[src/rtl/bin2bcd_seq.sv]
// Sequential shift-add-3 binary to packed BCD converter.
// One bit per clock; result register holds between conversions.
module bin2bcd_seq #(
  parameter int BIN_W  = 14,
  parameter int DIGITS = 4
) (
  input  logic                clk,
  input  logic                rst_n,
  input  logic                start,
  input  logic [BIN_W-1:0]    bin_in,
  output logic                busy,
  output logic                done,
  output logic                ovf,
  output logic [4*DIGITS-1:0] bcd_out
);

  localparam int DW = 4 * DIGITS;
  localparam int CW = $clog2(BIN_W + 1);
  localparam logic [31:0] MAXV = 32'(10**DIGITS - 1);
  localparam logic [DW-1:0] NINES = {DIGITS{4'h9}};
  localparam logic [CW-1:0] LAST = CW'(BIN_W - 1);

  typedef enum logic [1:0] {
    IDLE,
    SHIFT,
    DONE
  } state_t;

  state_t            state;
  logic [BIN_W-1:0]  shreg;
  logic [DW-1:0]     scratch;
  logic [DW-1:0]     adj;
  logic [CW-1:0]     bit_cnt;
  logic              ovf_n;

  assign busy = (state != IDLE);

  // Digit correction happens before every shift, never after the last.
  always_comb begin
    adj = scratch;
    for (int i = 0; i < DIGITS; i++) begin
      if (scratch[4*i +: 4] >= 4'd5)
        adj[4*i +: 4] = scratch[4*i +: 4] + 4'd3;
    end
  end

  always_ff @(posedge clk) begin
    if (!rst_n) begin
      state   <= IDLE;
      shreg   <= '0;
      scratch <= '0;
      bit_cnt <= '0;
      ovf_n   <= 1'b0;
      ovf     <= 1'b0;
      done    <= 1'b0;
      bcd_out <= '0;
    end else begin
      done <= 1'b0;
      unique case (state)
        IDLE: begin
          if (start) begin
            shreg   <= bin_in;
            scratch <= '0;
            bit_cnt <= '0;
            ovf_n   <= 32'(bin_in) > MAXV;
            state   <= SHIFT;
          end
        end
        SHIFT: begin
          {scratch, shreg} <= {adj, shreg} << 1;
          bit_cnt <= bit_cnt + 1'b1;
          if (bit_cnt == LAST)
            state <= DONE;
        end
        DONE: begin
          bcd_out <= ovf_n ? NINES : scratch;
          ovf     <= ovf_n;
          done    <= 1'b1;
          state   <= IDLE;
        end
        default: state <= IDLE;
      endcase
    end
  end

endmodule

[config.mk]
export PLATFORM = sky130hd
export DESIGN_NAME = bin2bcd_seq
export DESIGN_NICKNAME = d
export VERILOG_FILES = /design/src/rtl/bin2bcd_seq.sv
export SDC_FILE = /design/constraint.sdc
export NUM_CORES = 1
export LEC_CHECK = 0
export BUFFER_PORTS_ARGS = -buffer_cell sky130_fd_sc_hd__buf_2
export CAP_MARGIN = 20
export CORE_MARGIN = 1
export CORE_UTILIZATION = 35
export DETAILED_ROUTE_END_ITERATION = 6
export HOLD_SLACK_MARGIN = 0.06
export PLACE_DENSITY_LB_ADDON = 0.05
export SLEW_MARGIN = 25
export SYNTH_ARGS = -nofsm -noshare
export SYNTH_HDL_FRONTEND = slang
export SYNTH_SLANG_ARGS = --single-unit
export TNS_END_PERCENT = 20
[constraint.sdc]
create_clock -name clk -period 2.1 [get_ports clk]
set_clock_uncertainty 0.1 [all_clocks]
set_input_delay 0.105 -clock clk [delete_from_list [all_inputs] [get_ports clk]]
set_output_delay 0.105 -clock clk [all_outputs]
set_load 0.03 [all_outputs]
== Word level (Yosys, flattened, before mapping) ==
Index checks and enable logic that the tools add are counted.

* Add/subtract/negate cells: 5
* Multiply operators: 0
* Divide/modulo/power cells: 0
* $lt $le $gt $ge: 5
* Equal/unequal tests: 5
* Shifts and indexed selects: 0
* Muxes and demuxes: 15
* Bitwise gates (word level): 0
* Reduce and logical (&&, ||, !) cells: 6

{| class="wikitable"
|+ Operators with widths
! kind !! count
|-
| $mux 16 || 2
|-
| $pmux 16 s2 || 1
|-
| $pmux 14 s2 || 1
|-
| $ge 4x3->1 const B || 4
|-
| $mux 4 || 4
|-
| $gt 14x14->1 const B || 1
|-
| $mux 14 || 1
|-
| $add 4x2->4 const B || 3
|-
| $pmux 4 s2 || 1
|-
| $reduce_and 2->1 || 3
|-
| $add 4x1->4 const B || 1
|-
| $eq 4x4->1 const B || 1
|-
| $mux 2 || 2
|-
| $ne 2x2->1 const B || 2
|-
| $pmux 2 s2 || 1
|-
| $reduce_bool 2->1 || 2
|-
| $add 3x2->3 const B || 1
|-
| $mux 3 || 1
|-
| $eq 2x1->1 const B || 1
|-
| $eq 2x2->1 const B || 1
|-
| $logic_not 2->1 || 1
|-
| $mux 1 || 1
|}

* Bits in registers: 55
* Bits in latches: 0
* RAM bits: 0
* Bits in read-only memories: 0
* Bits of input ports: 17
* Output and inout bits: 19
* Memories: 0

== Longest topological paths before layout ==
* Word-level depth: 3
* Gate-level depth with buffers: 6
* Depth with buffers taken out: 6

== Least setup slack after synthesis ==
No wires, ideal clock.

* Kind: register -> register
* From: reg scratch[9]
* To: reg scratch[10]
* Library setup time: 117 ps
* Arrival time: 1236 ps
* Slack: 647 ps
* Stages on the path, launching flop included: 7
* Path buffers: 0
* Cells stage by stage: dfxtp_1 -> inv_1 -> ha_1 -> nand2b_1 -> a21oi_1 -> mux2i_1 -> a22o_1

* Longest elaborated chain between the ends: 3
* Elaborated cells between the ends (all ways): 4
* Classes of those cells: add/sub: 1; order compare: 1; mux: 2

{| class="wikitable"
|+ Ends and longest elaborated chain
! item !! RTL line !! RTL
|-
| start, declared || 31 || <nowiki>logic [DW-1:0] scratch;</nowiki>
|-
| start signal, assigned || 70 || <nowiki>{scratch, shreg} <= {adj, shreg} << 1;</nowiki>
|-
| $add 4x2->4 or $ge 4x3->1 (tied branches) || 43, 42 ||
|-
| $mux 4 * || 42 || <nowiki>if (scratch[4*i +: 4] >= 4'd5)</nowiki>
|-
| $pmux 16 s2 * || 59 || <nowiki>unique case (state)</nowiki>
|}

Mark *: on every way between the ends. The rest lies on a longest branch, timed or not.
A chain may end at the register's enable or synchronous reset.

== Final worst setup path ==
* From: reg state[0]
* To: reg scratch[10]

* Longest elaborated chain between the ends: 3
* Elaborated cells between the ends (all ways): 6
* Classes of those cells: eq/ne: 2; mux: 1; reduce/logical: 3

{| class="wikitable"
|+ Ends and longest elaborated chain
! item !! RTL line !! RTL
|-
| start, declared || 29 || <nowiki>state_t state;</nowiki>
|-
| start signal, assigned || 49 || <nowiki>state <= IDLE;</nowiki>
|-
| start signal, assigned || 66 || <nowiki>state <= SHIFT;</nowiki>
|-
| start signal, assigned || 73 || <nowiki>state <= DONE;</nowiki>
|-
| $eq 2x1->1 or $logic_not 2->1 (tied branches) || 59 ||
|-
| $reduce_bool 2->1 (no source line) or $ne 2x2->1 (tied branches) || -- ||
|-
| $reduce_and 2->1 (no source line) || -- ||
|}

Parallel ways exist; a longest one is shown, timed or not.

==> metrics.txt <==
outcome=finished clean; antenna cells=0; Longest Clk Path Bufs=2; setup tns final=0 ns; num ports=36; IO Port Bufs=35; Worst path slowest cell=dfxtp_1; Final Power=1.966 mW; Initial DRC Count=67; largest net degree at the start of global routing=22; Area Overhead vs Synth=17.96%; Post-synth EDFFs=0; CTS H-tree lvls=2; Post-synth top flop=dfxtp_1; sw power=0.4885 mW; Site Rows=30; Die Ht=87.13 microns; Synth Instances=287; Total GRT Usage=16.18%; LEAKAGE=1.232 nW; top-area cell type share of the netlist area=43.41%; Sequential Power Share=56.5%; Peak VDD IR=0.3718 mV; CTS sink count=55; Clock Latency Late Sink=0.30 ns; Logic pwr share=10.4%; Root Buffer=clkbuf_8; Synthesized Nets=314; Die Footprint=0.007591 sq mm; Max Cap Viol=0; top cell type by total area after synthesis=dfxtp_1; WL/cell=13.32 microns; final hold vios=0; Final Critical Period=1.783 ns; final wirelength=5659 microns; Worst EP required=2.25 ns; via count=2,066; HP Class=input port to flop; slew margin rel.=61.02%; Slew Viols, Final=0; Seq/Total Area, Yosys=43.41%; Avg Inst Size Synth=8.837 sq um; Detail Route Antenna Nets=0; TritonCTS clock tree=built; synthesized cell area=0.002536 sq mm; Slew @ Worst Pin=0.5838 ns; GPL Wtd Cong=0.7363; core footprint=0.006907 sq mm; Max Clock Freq=0.5609 GHz; commonest non-fill, non-tap cells in the layout=dfxtp_1 (55), buf_2 (35), nand2_1 (32); largest cells by area after synthesis=dfxtp_1 (43%), ha_1 (4.9%), nand2_1 (4.7%); initial antenna violation count=0; critical path fanouts, max=13; cell family with most CP delay=simple AND/OR/NAND/NOR gates; worst path bufs/invs=0; Async S/R FF share, synth=0%; clk slew on worst S/H paths=0.10 ns; clock share of power=33.1%; CP arrival=1.93 ns; # DRC=0; critical path cell sequence=nor2b_1 -> and2_1 -> a22o_1; Startpoint Class=flop; Final Setup Violations=0; crit end category=flop; gr ovfl total=0; pwr dens=657.2 mW/mm^2; CTS Buf Count=5; period utilization=84.90%; Avg Vias per Cell=4.861; Synth cell types=40; Switching Share=24.85%; layout cells sized above 1=18.54%; Critical Path Max Stage Delay=0.62 ns; Initial DRT Pass Iterations=4; unrepaired setup endpoints after global routing=no; Pint=1.478 mW; hpwl dp=3795 microns; effective utilization at floorplan=36.72%; first-pass GRT wire length=9660 microns; most common cell after layout, fill and taps aside=dfxtp_1; die width=87.13 microns; Crit Path Class=flop to flop; #FFs+latches synth=55; vias in the first global route=2,013; Yosys Warn Count=0; nets@finish=355
-- power by group through the flow --
stage / registers (mW) / logic [mW] / clock network, mW
finish: 1.11 / 0.205 / 0.651
global route: 1.12 / 0.229 / 0.707
CTS: 1.11 / 0.209 / 0.671
detailed placement: 1.13 / 0.196 / 0
global placement: 1.13 / 0.195 / 0
floorplan: 1.12 / 0.148 / 0
-- final timing paths --
check,slack (ns),to,depth (start not counted),from
setup / recovery,0.32,scratch[10]$_SDFFE_PN0P_,3,state[0]$_SDFFE_PN0P_
hold / removal,0.14,ovf_n$_SDFFE_PN0P_,4,start
setup reg to reg,0.32,scratch[10]$_SDFFE_PN0P_,3,state[0]$_SDFFE_PN0P_
hold reg to reg,0.34,shreg[10]$_SDFFE_PN0P_,2,shreg[9]$_SDFFE_PN0P_
-- repair_timing --
| item | CTS | global route |
|---|---|---|
| setup buffers | 0 | 0 |
| gates resized for setup | 0 | 0 |
| hold buffers | 9 | 0 |
| setup endpoints to repair | 0 | 0 |
| endpoints found under the hold margin | 7 | 0 |
-- area by class of cell --
type,count,area [sq um]
tap,96,120.1
timing repair buffer,51,330.3
inverter,10,37.54
clock buffer,8,100.1
multi-input combinational,205,1303
sequential,55,1101
fill,741,3915
-- flip-flops by register name, indices dropped and copies added, names as in the netlist --
name and count:
bcd_out 16, bit_cnt 4, done 1, ovf 1, ovf_n 1, scratch 16, shreg 14, state 2
-- worst min-delay path: stages --
cell	delay [ns]
buf_2	0.19
nand2_1	0.09
nand3_1	0.07
nand2_1	0.06
-- cells in the mapped netlist, types with 8 or more instances --
cell and n:
nand3_1 9, dfxtp_1 55, nor2b_1 9, nor3_1 13
a21oi_1 13, a21boi_0 8, nand2_1 32, o221a_2 8
nor2_1 21, nor3b_1 8, o21ai_0 14, inv_1 10
ha_1 10
-- metrics by stage --
step	setup slack, ns	hold WS [ns]	cells	util, %	instance area (sq um)
CTS	0.2548	0.1231	425	43.32	2992
finish	0.3170	0.1355	425	43.32	2992
detailed placement	0.2850	0.2242	408	40.56	2801
global route	0.1372	0.1451	425	43.32	2992
floorplan	0.6469	0.1305	287	-	2536
global placement	0.4248	0.2180	408	40.56	2801
-- cells by family after synthesis --
| group | synth area share (%) |
|---|---|
| AO/OA/AOI/OAI | 19.64 |
| XOR/XNOR | 2.072 |
| adder cells (fa/ha/maj) | 4.933 |
| buffers and inverters | 5.229 |
| flip-flops | 43.41 |
| multiplexers | 1.579 |
| AND/OR/NAND/NOR | 23.14 |
-- routing by layer --
metal | global-route usage, % | vias up | wire (microns)
li1 | - | 1079 | -
met1 | 20.99 | 949 | 2852
met2 | 28.06 | 34 | 2610
met3 | 3.128 | 4 | 150
met4 | 3.130 | 0 | 45
met5 | 0 | - | 0
Note: power is estimated with default switching activity, not from simulation.
